**src/rtl/pipe_ctrl_pkg.sv**
```systemverilog
// pipe_ctrl_pkg: shared definitions for the pipeline hazard/sequencing controller.
//   irq_state_e : interrupt-entry FSM states
//   PC_SEQ/PC_BR/PC_IRQ : pc_sel encodings driven to the PC mux
//   NOP_INSTR   : instruction word the IF_ID register loads when if_id_nop is set
//   RA_REG      : register that receives the interrupt return address
package pipe_ctrl_pkg;

    typedef enum logic [1:0] {
        ST_RUN   = 2'd0,
        ST_STORE = 2'd1,
        ST_ACK   = 2'd2
    } irq_state_e;

    localparam logic [1:0] PC_SEQ = 2'b00;
    localparam logic [1:0] PC_BR  = 2'b01;
    localparam logic [1:0] PC_IRQ = 2'b10;

    localparam logic [15:0] NOP_INSTR = 16'h0000;
    localparam logic [3:0]  RA_REG    = 4'hf;

endpackage

```
**src/rtl/pipe_ctrl_hazard_detect.sv**
```systemverilog
// hazard_detect: combinational load-use comparator.
// Flags a hazard when the EX instruction is a register-writing load whose
// destination (never r0, which is hardwired) is a source actually read by
// the instruction in ID.
//   id_p0_addr/id_p1_addr, id_use_p0/id_use_p1 : ID sources and their valid bits
//   ex_dst_addr, ex_we, ex_mem_re              : EX destination, write enable, load
//   load_use                                   : hazard present this cycle
module hazard_detect #(
    parameter int REG_AW = 4
) (
    input  logic [REG_AW-1:0] id_p0_addr,
    input  logic [REG_AW-1:0] id_p1_addr,
    input  logic              id_use_p0,
    input  logic              id_use_p1,
    input  logic [REG_AW-1:0] ex_dst_addr,
    input  logic              ex_we,
    input  logic              ex_mem_re,
    output logic              load_use
);
    import pipe_ctrl_pkg::*;

    logic p0_hit;
    logic p1_hit;
    logic ex_is_load;

    always_comb begin
        ex_is_load = ex_mem_re && ex_we && (ex_dst_addr != '0);
        p0_hit     = id_use_p0 && (id_p0_addr == ex_dst_addr);
        p1_hit     = id_use_p1 && (id_p1_addr == ex_dst_addr);
        load_use   = ex_is_load && (p0_hit || p1_hit);
    end

endmodule

```
**src/rtl/pipe_ctrl.sv**
```systemverilog
// pipe_ctrl: hazard and sequencing controller for the five-stage pipeline.
// Produces stall/flush/bubble controls for IF_ID, ID_EX, EX_MEM and the PC mux,
// and sequences interrupt entry (return address captured into r15 via ID_EX).
//
// Optional feature: define PIPE_CTRL_PERF_EN to build a saturating counter of
// cycles with pc_stall set; otherwise stall_cnt is tied to zero.
//
// Ports:
//   clk, rst_n                       clock, async active-low reset
//   id_p0_addr/id_p1_addr, id_use_*  ID source registers
//   ex_dst_addr, ex_we, ex_mem_re    EX destination info
//   mem_access, mem_rdy              MEM stage handshake
//   ex_send, spart_full              SPART send backpressure
//   mispredict                       EX branch mispredict
//   irq, rti                         interrupt request / return
//   pc_stall, pc_sel                 PC control
//   if_id_stall, if_id_nop           IF_ID control
//   id_ex_stall, id_ex_flush         ID_EX control
//   ex_mem_stall                     EX_MEM control
//   store_current                    ID_EX writes return address
//   irq_ack, in_isr                  interrupt status
//   stall_cnt                        stall-cycle counter
//
// Interrupt FSM:
//   state    | meaning
//   ST_RUN   | normal execution, waiting for a hazard-free cycle to take irq
//   ST_STORE | redirect to vector, capture return address (holds on mem/send wait)
//   ST_ACK   | acknowledge, mask further interrupts
module pipe_ctrl #(
    parameter int REG_AW = 4,
    parameter int CNT_W  = 16
) (
    input  logic              clk,
    input  logic              rst_n,
    input  logic [REG_AW-1:0] id_p0_addr,
    input  logic [REG_AW-1:0] id_p1_addr,
    input  logic              id_use_p0,
    input  logic              id_use_p1,
    input  logic [REG_AW-1:0] ex_dst_addr,
    input  logic              ex_we,
    input  logic              ex_mem_re,
    input  logic              mem_access,
    input  logic              mem_rdy,
    input  logic              ex_send,
    input  logic              spart_full,
    input  logic              mispredict,
    input  logic              irq,
    input  logic              rti,
    output logic              pc_stall,
    output logic [1:0]        pc_sel,
    output logic              if_id_stall,
    output logic              if_id_nop,
    output logic              id_ex_stall,
    output logic              id_ex_flush,
    output logic              ex_mem_stall,
    output logic              store_current,
    output logic              irq_ack,
    output logic              in_isr,
    output logic [CNT_W-1:0]  stall_cnt
);
    import pipe_ctrl_pkg::*;

    irq_state_e state_q, state_d;
    logic       irq_pend_q, irq_pend_d;
    logic       in_isr_q, in_isr_d;

    logic mem_wait;
    logic send_wait;
    logic full_stall;
    logic load_use;
    logic any_hazard;

    hazard_detect #(.REG_AW(REG_AW)) u_hazard_detect (
        .id_p0_addr  (id_p0_addr),
        .id_p1_addr  (id_p1_addr),
        .id_use_p0   (id_use_p0),
        .id_use_p1   (id_use_p1),
        .ex_dst_addr (ex_dst_addr),
        .ex_we       (ex_we),
        .ex_mem_re   (ex_mem_re),
        .load_use    (load_use)
    );

    always_comb begin
        mem_wait   = mem_access && !mem_rdy;
        send_wait  = ex_send && spart_full;
        full_stall = mem_wait || send_wait;
        any_hazard = full_stall || mispredict || load_use;
    end

    // Pipeline controls. While in STORE the vector redirect owns the front end;
    // only the whole-pipe waits can still hold it.
    always_comb begin
        pc_stall      = 1'b0;
        pc_sel        = PC_SEQ;
        if_id_stall   = 1'b0;
        if_id_nop     = 1'b0;
        id_ex_stall   = 1'b0;
        id_ex_flush   = 1'b0;
        ex_mem_stall  = 1'b0;
        store_current = 1'b0;

        if (state_q == ST_STORE) begin
            store_current = 1'b1;
            pc_sel        = PC_IRQ;
            if_id_nop     = 1'b1;
        end

        if (full_stall) begin
            pc_stall     = 1'b1;
            if_id_stall  = 1'b1;
            id_ex_stall  = 1'b1;
            ex_mem_stall = 1'b1;
        end else if (state_q != ST_STORE) begin
            if (mispredict) begin
                pc_sel      = PC_BR;
                if_id_nop   = 1'b1;
                id_ex_flush = 1'b1;
            end else if (load_use) begin
                pc_stall    = 1'b1;
                if_id_stall = 1'b1;
                id_ex_flush = 1'b1;
            end
        end
    end

    always_comb begin
        state_d    = state_q;
        irq_pend_d = irq_pend_q;
        in_isr_d   = in_isr_q;

        case (state_q)
            ST_RUN:   if (irq_pend_q && !any_hazard) state_d = ST_STORE;
            ST_STORE: if (!full_stall)               state_d = ST_ACK;
            ST_ACK:                                  state_d = ST_RUN;
            default:                                 state_d = ST_RUN;
        endcase

        if (state_q == ST_ACK) begin
            irq_pend_d = 1'b0;
        end else if (irq && !in_isr_q) begin
            irq_pend_d = 1'b1;
        end

        // Entering the ISR wins over an rti seen in the acknowledge cycle.
        if (state_q == ST_ACK) begin
            in_isr_d = 1'b1;
        end else if (rti) begin
            in_isr_d = 1'b0;
        end
    end

    always_ff @(posedge clk or negedge rst_n) begin
        if (!rst_n) begin
            state_q    <= ST_RUN;
            irq_pend_q <= 1'b0;
            in_isr_q   <= 1'b0;
        end else begin
            state_q    <= state_d;
            irq_pend_q <= irq_pend_d;
            in_isr_q   <= in_isr_d;
        end
    end

    assign irq_ack = (state_q == ST_ACK);
    assign in_isr  = in_isr_q;

`ifdef PIPE_CTRL_PERF_EN
    logic [CNT_W-1:0] stall_cnt_q, stall_cnt_d;

    always_comb begin
        stall_cnt_d = stall_cnt_q;
        if (pc_stall && !(&stall_cnt_q)) begin
            stall_cnt_d = stall_cnt_q + CNT_W'(1);
        end
    end

    always_ff @(posedge clk or negedge rst_n) begin
        if (!rst_n) begin
            stall_cnt_q <= '0;
        end else begin
            stall_cnt_q <= stall_cnt_d;
        end
    end

    assign stall_cnt = stall_cnt_q;
`else
    assign stall_cnt = '0;
`endif

endmodule

```
**config.mk**
```make
export PLATFORM = sky130hd
export DESIGN_NAME = pipe_ctrl
export DESIGN_NICKNAME = d
export VERILOG_FILES = /design/src/rtl/pipe_ctrl_pkg.sv /design/src/rtl/pipe_ctrl_hazard_detect.sv /design/src/rtl/pipe_ctrl.sv
export SDC_FILE = /design/constraint.sdc
export NUM_CORES = 1
export LEC_CHECK = 0
export ABC_AREA = 1
export CORE_UTILIZATION = 31
export CTS_CLUSTER_SIZE = 25
export DETAILED_ROUTE_END_ITERATION = 6
export PLACE_DENSITY = 0.83
export SYNTH_ARGS = -nofsm -noshare
export SYNTH_HDL_FRONTEND = slang
export SYNTH_SLANG_ARGS = --single-unit
```
**constraint.sdc**
```tcl
create_clock -name clk -period 2.1 [get_ports clk]
set_input_delay 0.42 -clock clk [delete_from_list [all_inputs] [get_ports clk]]
set_output_delay 0.42 -clock clk [all_outputs]
set_load 0.1 [all_outputs]
```
# Word-level counts from Yosys, hierarchy flattened
# Index checks and enable logic that the tools add are counted.
[op_classes] order_cmp=0 n_mux=23 n_bitwise=0 add_sub_neg=0 eq_ne=7 multipliers=0 div_mod_pow=0 reduce_logical=21 shifts=0
[ops] operator="2-to-1 mux 1 bit" n=16
[ops] operator="2-to-1 mux 2 bit" n=6
[ops] operator="logical AND 1 bit" n=9
[ops] operator="equality test 4 bit" n=2
[ops] operator="logical OR 1 bit" n=4
[ops] operator="inequality test 2 bit (second input constant)" n=2
[ops] operator="case mux 2 bit (2 select lines)" n=1
[ops] operator="nonzero test 2 bit" n=2
[ops] operator="nonzero test 4 bit" n=1
[ops] operator="zero test 1 bit" n=3
[ops] operator="equality test 2 x 1 -> 1 bit (second input constant)" n=1
[ops] operator="equality test 2 bit (second input constant)" n=1
[ops] operator="zero test 2 bit" n=1
[ops] operator="inequality test 2 x 1 -> 1 bit (second input constant)" n=1
[ops] operator="AND reduction 2 bit" n=1
[word_totals] latch_bits=0 ff_bits=4 rom_bits=0 memories=0 ramBits=0

# Longest topological paths before layout
# Gate-level depths: netlist (run 1).
[depth] ltp_word=9 depth_mapped=9 mapped_depth_nobuf=9

# By module
# A second synthesis (run 1) with hierarchy kept.
[hier_totals] cells_unflattened=89 area_unflattened_um2=553.0
[by_module_without_submodules] module="pipe_ctrl" cells_per_inst=52 area_each_um2=392.9 instances=1
[by_module_without_submodules] module="hazard_detect" cells_per_inst=37 area_each_um2=160.2 instances=1

# Worst setup path after synthesis (run 1)
# No wires, ideal clock.
[synth_timing] path_kind="input to output" start="input mem_rdy" end="output if_id_nop" required_ps=1680 arrival_time_ps=3476 path_slack_ps=-1796 n_path_buf=0 path_stages=4 cell_sequence="inv_1 nand2_1 nand2_1 o21ai_0"
[synth_between] elab_chain_cells=4
[synth_lines] item="start: declaration" line="pipe_ctrl.sv:43" rtl="input logic mem_rdy,"
[synth_lines] item="zero test 1 bit" line="pipe_ctrl.sv:85" rtl="mem_wait = mem_access && !mem_rdy;"
[synth_lines] item="logical AND 1 bit" line="pipe_ctrl.sv:85"
[synth_lines] item="logical OR 1 bit" line="pipe_ctrl.sv:87" rtl="full_stall = mem_wait || send_wait;"
[synth_lines] item="2-to-1 mux 1 bit" line="pipe_ctrl.sv:109" rtl="if (full_stall) begin"
[synth_lines] item="end: declaration" line="pipe_ctrl.sv:52" rtl="output logic if_id_nop,"
# No other way between the ends.

# Final worst setup path (run 1)
[layout_timing] start="input mispredict" end="output pc_stall"
[layout_between] elab_chain_cells=3
[layout_lines] item="start: declaration" line="pipe_ctrl.sv:46" rtl="input logic mispredict,"
[layout_lines] item="2-to-1 mux 1 bit" line="pipe_ctrl.sv:115" rtl="if (mispredict) begin"
[layout_lines] item="2-to-1 mux 1 bit" line="pipe_ctrl.sv:114" rtl="end else if (state_q != ST_STORE) begin"
[layout_lines] item="2-to-1 mux 1 bit" line="pipe_ctrl.sv:109"
[layout_lines] item="end: declaration" line="pipe_ctrl.sv:49" rtl="output logic pc_stall,"
# No other way between the ends.

==> impl_metrics.env, run 1 <==
export IMPL_outcome="finished, violations left"
export IMPL_violations="DRC"
export IMPL_fin_ws_ns=0.0579
export IMPL_syn_instance_count=91
export IMPL_crit_path_start="mispredict"
export IMPL_synth_most_common_cell="nand2_1"
export IMPL_critical_path_slowest_cell="clkdlybuf4s50_1"
export IMPL_grt_max_degree=6
export IMPL_post_place_ws_ns=-0.318
export IMPL_synth_seq_area_share=0.186
export IMPL_ys_ff_latch=4
export IMPL_num_vias=600
export IMPL_cts_hold_buffers=0
export IMPL_drv_slew=0
export IMPL_crit_reg2reg_capture="state_q[0]"
export IMPL_cts_buffers=3
export IMPL_max_freq_ghz=0.490
export IMPL_gp_congestion=0.774
export IMPL_io_buffers=35
export IMPL_path_cells="clkdlybuf4s50_1, inv_1, nand2_1, o21ai_4, buf_12"
export IMPL_wl_per_cell_um=9.30
export IMPL_syn_area_per_cell_sq_um=5.91
export IMPL_ir_drop_mv=0.659
export IMPL_clock_latency_ns=0.23
export IMPL_r2r_setup_slack_ns=1.18
export IMPL_crit_type="in -> out"
export IMPL_grt_pass1_wl_mm=2.23
export IMPL_period_share=0.972
export IMPL_cp_top_family="buffers and inverters"
export IMPL_period_minus_slack_ns=2.04
export IMPL_cts_clk_slew_worst_paths_ns=0.03
export IMPL_ys_warn_count=0
export IMPL_overflow=0
export IMPL_final_setup_viol_count=0
export IMPL_grt_pass1_vias=576
export IMPL_endpoint="pc_stall"
export IMPL_drt_first_pass_iters=6
export IMPL_die_area_sq_um=1910
export IMPL_core_sq_um=1560
export IMPL_die_h_um=43.7
export IMPL_timing_rr_start="state_q[1]"
export IMPL_area_growth_synth_to_final_pct=88.8
export IMPL_critPathRequiredTime_ns=1.68
export IMPL_synth_area_leaders="buf_4 (27%), dfrtp_1 (19%), nand2_1 (18%)"
export IMPL_power_uw=1070
export IMPL_skew_ns=0.000270
export IMPL_layout_nets=156
export IMPL_drive_gt1_frac=0.318
export IMPL_wl_mm=1.35
export IMPL_initialDrtViolationCount=7
export IMPL_rr_worst_depth=3
export IMPL_grt_use_total=0.153
export IMPL_finalHoldViolCount=0
export IMPL_cts_buffer_depth=2
export IMPL_syn_area_sq_um=538
export IMPL_crit_buf_inv=3
export IMPL_synth_ff_type="dfrtp_1"
export IMPL_viasPerCell=4.14
export IMPL_postRouteAntennaNets=0
export IMPL_io_pins=52
export IMPL_yosys_area_top_type="buf_4"
export IMPL_antenna_found_initial=0
export IMPL_power_density_nw_per_um2=1060
export IMPL_htree_levels=1
export IMPL_initial_core_util=0.345
export IMPL_synth_distinct_cells=17
export IMPL_synth_edf_count=0
export IMPL_cap_violations=0
export IMPL_n_antenna_cell=0
export IMPL_leakage_uw=0.000572
export IMPL_max_stage_delay_ns=0.44
export IMPL_ys_async_sr_fraction=1.00
export IMPL_die_w_um=43.7
export IMPL_cp_end_kind="primary output"
export IMPL_worstSetupStartpointType="input port"
export IMPL_route_detailed_drc=3
export IMPL_hp_class="in -> async"
export IMPL_cts_root_buf="clkbuf_4"
export IMPL_clock_sinks=4
export IMPL_cts_tree="built"
export IMPL_crit_cells=5
export IMPL_detailed_place_hpwl_mm=1.25
export IMPL_crit_arrival_ns=1.62
export IMPL_synth_top_area_share=0.265
export IMPL_netlist_top_cells_count="nand2_1 (26), buf_4 (19), inv_1 (16)"
export IMPL_path_max_fanout=4
export IMPL_rows=14
## cell type report
type / count / area (sq um)
Fill cell: 132 / 543
Clock buffer: 3 / 22.5
Inverter: 17 / 78.8
Timing Repair Buffer: 39 / 454
Multi-Input combinational cell: 66 / 340
Sequential cell: 4 / 100
Tap cell: 16 / 20.0
## registers in the layout, indices dropped and copies added, names as in the netlist
| name | cells |
|---|---|
| in_isr | 1 |
| state_q | 2 |
| irq_pend_q | 1 |
## repair_timing
item | in CTS | in global routing
setup buffers | 1 | 0
cloned | 0 | 0
pin swaps | 8 | 11
endpoints found under the setup margin | 3 | 4
gates resized for setup | 13 | 18
## how the worst min path moves through the flow
| stage | start | end | slack (ns) | cells after the start |
|---|---|---|---|---|
| detailed placement | irq_pend_q | irq_pend_q | 0.52 | 2 |
| CTS | rst_n | in_isr | 0.39 | 1 |
| finish | rst_n | state_q[1] | 0.39 | 1 |
| global placement | irq_pend_q | irq_pend_q | 0.52 | 2 |
| floorplan | rst_n | in_isr | 0.12 | 0 |
| global route | rst_n | in_isr | 0.41 | 1 |
## layout by cell type, fill, tap and decap left out
cell / n
a21oi_1: 1
a21oi_4: 1
a31oi_2: 1
buf_12: 10
buf_4: 5
clkbuf_2: 5
clkbuf_4: 3
clkdlybuf4s15_1: 3
clkdlybuf4s50_1: 8
conb_1: 16
dfrtp_1: 4
dlygate4sd2_1: 5
dlymetal6s2s_1: 3
inv_1: 11
inv_2: 2
inv_4: 3
inv_8: 1
nand2_1: 23
nand2_2: 4
nand2_4: 1
nand3_1: 3
nor2_1: 7
nor2_2: 1
nor2_4: 2
nor4_1: 1
o21ai_0: 1
o21ai_2: 1
o21ai_4: 1
xnor2_1: 2
## report_power, final
part | internal [uW] | switching, uW | leakage, uW
combinational | 242 | 618 | 0.000508
sequential | 106 | 15.8 | 0.0000497
clock | 63.7 | 28.2 | 0.0000138
## kinds of logic (layout without fill, tap and decap cells)
| kind of cell | Yosys count | after routing | share of synthesized area |
|---|---|---|---|
| DFF | 4 | 4 | 0.186 |
| buffers and inverters | 36 | 59 | 0.384 |
| AOI/OAI and AO/OA | 6 | 6 | 0.0721 |
| and+or+nand+nor | 42 | 42 | 0.319 |
| other | 1 | 16 | 0.00697 |
| xor gates and xnor gates | 2 | 2 | 0.0326 |
## stage by stage
stage          instance area (sq um)  std cells  utilization  hold WS (ns)  TNS [ns]
6_report                        1020        145        0.652         0.392         0
2_1_floorplan                    666        106            -         0.124   -0.0427
4_1_cts                         1010        145        0.651         0.391         0
3_3_place_gp                    1000        141        0.642         0.517    -0.691
3_5_place_dp                    1000        141        0.642         0.524    -0.864
5_1_grt                         1020        145        0.652         0.409   -0.0299
## layer usage
layer / share of wire / global-route usage / wire length [um]
met1: 0.35 / 0.159 / 478
met2: 0.61 / 0.301 / 817
met3: 0.039 / 0.0125 / 53
met4: 0 / 0.0750 / 0
met5: 0 / 0 / 0
Power figures use the tool's default switching activity.
==> run 2, diff against run 1 <==
--- a/config.mk
+++ b/config.mk
@@ -10,6 +10,7 @@
 export CTS_CLUSTER_SIZE = 25
 export DETAILED_ROUTE_END_ITERATION = 6
 export PLACE_DENSITY = 0.83
+export SLEW_MARGIN = 20
 export SYNTH_ARGS = -nofsm -noshare
 export SYNTH_HDL_FRONTEND = slang
 export SYNTH_SLANG_ARGS = --single-unit
==> results of run 2 <==
Final layout, timing and power as in run 1 (identical DEF).
==> run 3, diff against run 2 <==
--- a/config.mk
+++ b/config.mk
@@ -6,10 +6,11 @@
 export NUM_CORES = 1
 export LEC_CHECK = 0
 export ABC_AREA = 1
+export ABC_CLOCK_PERIOD_IN_PS = 2100
 export CORE_UTILIZATION = 31
 export CTS_CLUSTER_SIZE = 25
 export DETAILED_ROUTE_END_ITERATION = 6
-export PLACE_DENSITY = 0.83
+export PLACE_DENSITY_LB_ADDON = 0.25
 export SLEW_MARGIN = 20
 export SYNTH_ARGS = -nofsm -noshare
 export SYNTH_HDL_FRONTEND = slang
==> impl_metrics.env, run 3 (synthesized netlist as in run 1, its figures left out) <==
export IMPL_n_antenna_cell=0
export IMPL_initial_core_util=0.345
export IMPL_detailed_place_hpwl_mm=1.14
export IMPL_grt_pass1_vias=563
export IMPL_viasPerCell=4.09
export IMPL_power_density_nw_per_um2=1070
export IMPL_die_area_sq_um=1910
export IMPL_largest_reg_flops=2
export IMPL_grt_max_degree=6
export IMPL_clock_sinks=4
export IMPL_antenna_found_initial=0
export IMPL_cp_end_kind="primary output"
export IMPL_drive_gt1_frac=0.307
export IMPL_outcome="finished, violations left"
export IMPL_finalInstanceArea_sq_um=998
export IMPL_fin_util=0.640
export IMPL_layout_commonest_cell="nand2_1"
export IMPL_cts_buffer_depth=2
export IMPL_worstSetupStartpointType="input port"
export IMPL_path_max_fanout=2
export IMPL_cap_violations=0
export IMPL_max_freq_ghz=0.493
export IMPL_io_pins=52
export IMPL_hp_class="in -> async"
export IMPL_fin_ws_ns=0.0708
export IMPL_timing_rr_start="state_q[1]"
export IMPL_cts_root_buf="clkbuf_4"
export IMPL_final_setup_viol_count=0
export IMPL_regMostFlops="state_q"
export IMPL_leakage_uw=0.000569
export IMPL_period_share=0.966
export IMPL_critPathRequiredTime_ns=1.68
export IMPL_postRouteAntennaNets=0
export IMPL_crit_path_start="mem_rdy"
export IMPL_grt_pass1_wl_mm=2.24
export IMPL_clock_latency_ns=0.23
export IMPL_gp_congestion=0.797
export IMPL_num_vias=585
export IMPL_final_cell_mix="nand2_1 (24), conb_1 (16), inv_1 (10), buf_12 (10), clkdlybuf4s50_1 (8)"
export IMPL_overflow=0
export IMPL_skew_ns=0.00325
export IMPL_htree_levels=1
export IMPL_crit_arrival_ns=1.61
export IMPL_period_minus_slack_ns=2.03
export IMPL_die_h_um=43.7
export IMPL_layout_nets=154
export IMPL_drv_slew=0
export IMPL_cts_tree="built"
export IMPL_violations="DRC"
export IMPL_ir_drop_mv=0.750
export IMPL_wl_mm=1.22
export IMPL_post_place_ws_ns=-0.295
export IMPL_tns_ns=0
export IMPL_rsz0062_at_grt="no"
export IMPL_area_growth_synth_to_final_pct=85.6
export IMPL_grt_use_total=0.152
export IMPL_io_buffers=35
export IMPL_cts_clk_slew_worst_paths_ns=0.04
export IMPL_placed_cell_area_sq_um=993
export IMPL_die_w_um=43.7
export IMPL_route_detailed_drc=2
export IMPL_finalHoldViolCount=0
export IMPL_cts_buffers=3
export IMPL_rows=14
export IMPL_placed_cells=140
export IMPL_initialDrtViolationCount=6
export IMPL_crit_type="in -> out"
export IMPL_drt_first_pass_iters=6
export IMPL_final_cells=143
export IMPL_core_sq_um=1560
export IMPL_wl_per_cell_um=8.56
## run 3: changes by cell type in the layout (fill, tap and decap cells not counted)
cell / previous run / this run
nor2_1: 7 / 6
dlymetal6s2s_1: 3 / 4
inv_1: 11 / 10
nor2_2: 1 / 2
buf_4: 5 / 3
a31oi_1: 0 / 1
dlygate4sd2_1: 5 / 4
nand2_2: 4 / 3
inv_2: 2 / 3
nand2_1: 23 / 24
a31oi_2: 1 / 0
## run 3: final timing paths
kind,slack (ns),cells after the start,to
setup / recovery,0.07,8,id_ex_flush
hold / removal,0.39,1,state_q[1]
setup reg to reg,1.17,3,state_q[0]
hold reg to reg,0.54,2,irq_pend_q
max in group asynchronous,1.55,1,in_isr
min in group clk,0.54,2,irq_pend_q
## run 3: per-stage QoR
step	hold WS [ns]	total power [uW]
floorplan	0.124	762
global placement	0.522	982
detailed placement	0.536	989
CTS	0.387	1070
global route	0.394	1120
finish	0.387	1070
## run 3: area by class of cell
cell class              count  area, sq um
flip-flops and latches      4          100
well taps                  16         20.0
clock buffers               3         22.5
multi-input cells          66          334
fillers                   134          561
inverters                  17         78.8
repair buffers             37          443
## run 3: power breakdown
part,switching (uW),total (uW),internal [uW]
Combinational,614,854,240
Clock,26.0,89.5,63.5
Sequential,15.2,122,106
Total,655,1070,410
## run 3: worst max-delay path, stage by stage
cell and delay, ns:
clkdlybuf4s50_1 0.45, inv_1 0.03, nand2_1 0.09, nand2_4 0.05
inv_1 0.06, nand2_1 0.14, a21oi_4 0.18, buf_12 0.19
## run 3: routing by layer
layer / wire length (um) / vias up / part of all wire / global-route usage
met3: 88 / 0 / 0.072 / 0.0375
met1: 512 / 248 / 0.42 / 0.187
met4: 0 / 0 / 0 / 0.0500
met5: 0 / - / 0 / 0
li1: - / 308 / - / -
met2: 623 / 29 / 0.51 / 0.257
## run 3: repair_timing
| item | 4_1_cts | 5_1_grt |
|---|---|---|
| hold buffers | 0 | 0 |
| buffers inserted | 0 | 0 |
| gates resized for setup | 12 | 19 |
| endpoints found under the setup margin | 3 | 3 |
| pin swaps | 5 | 12 |
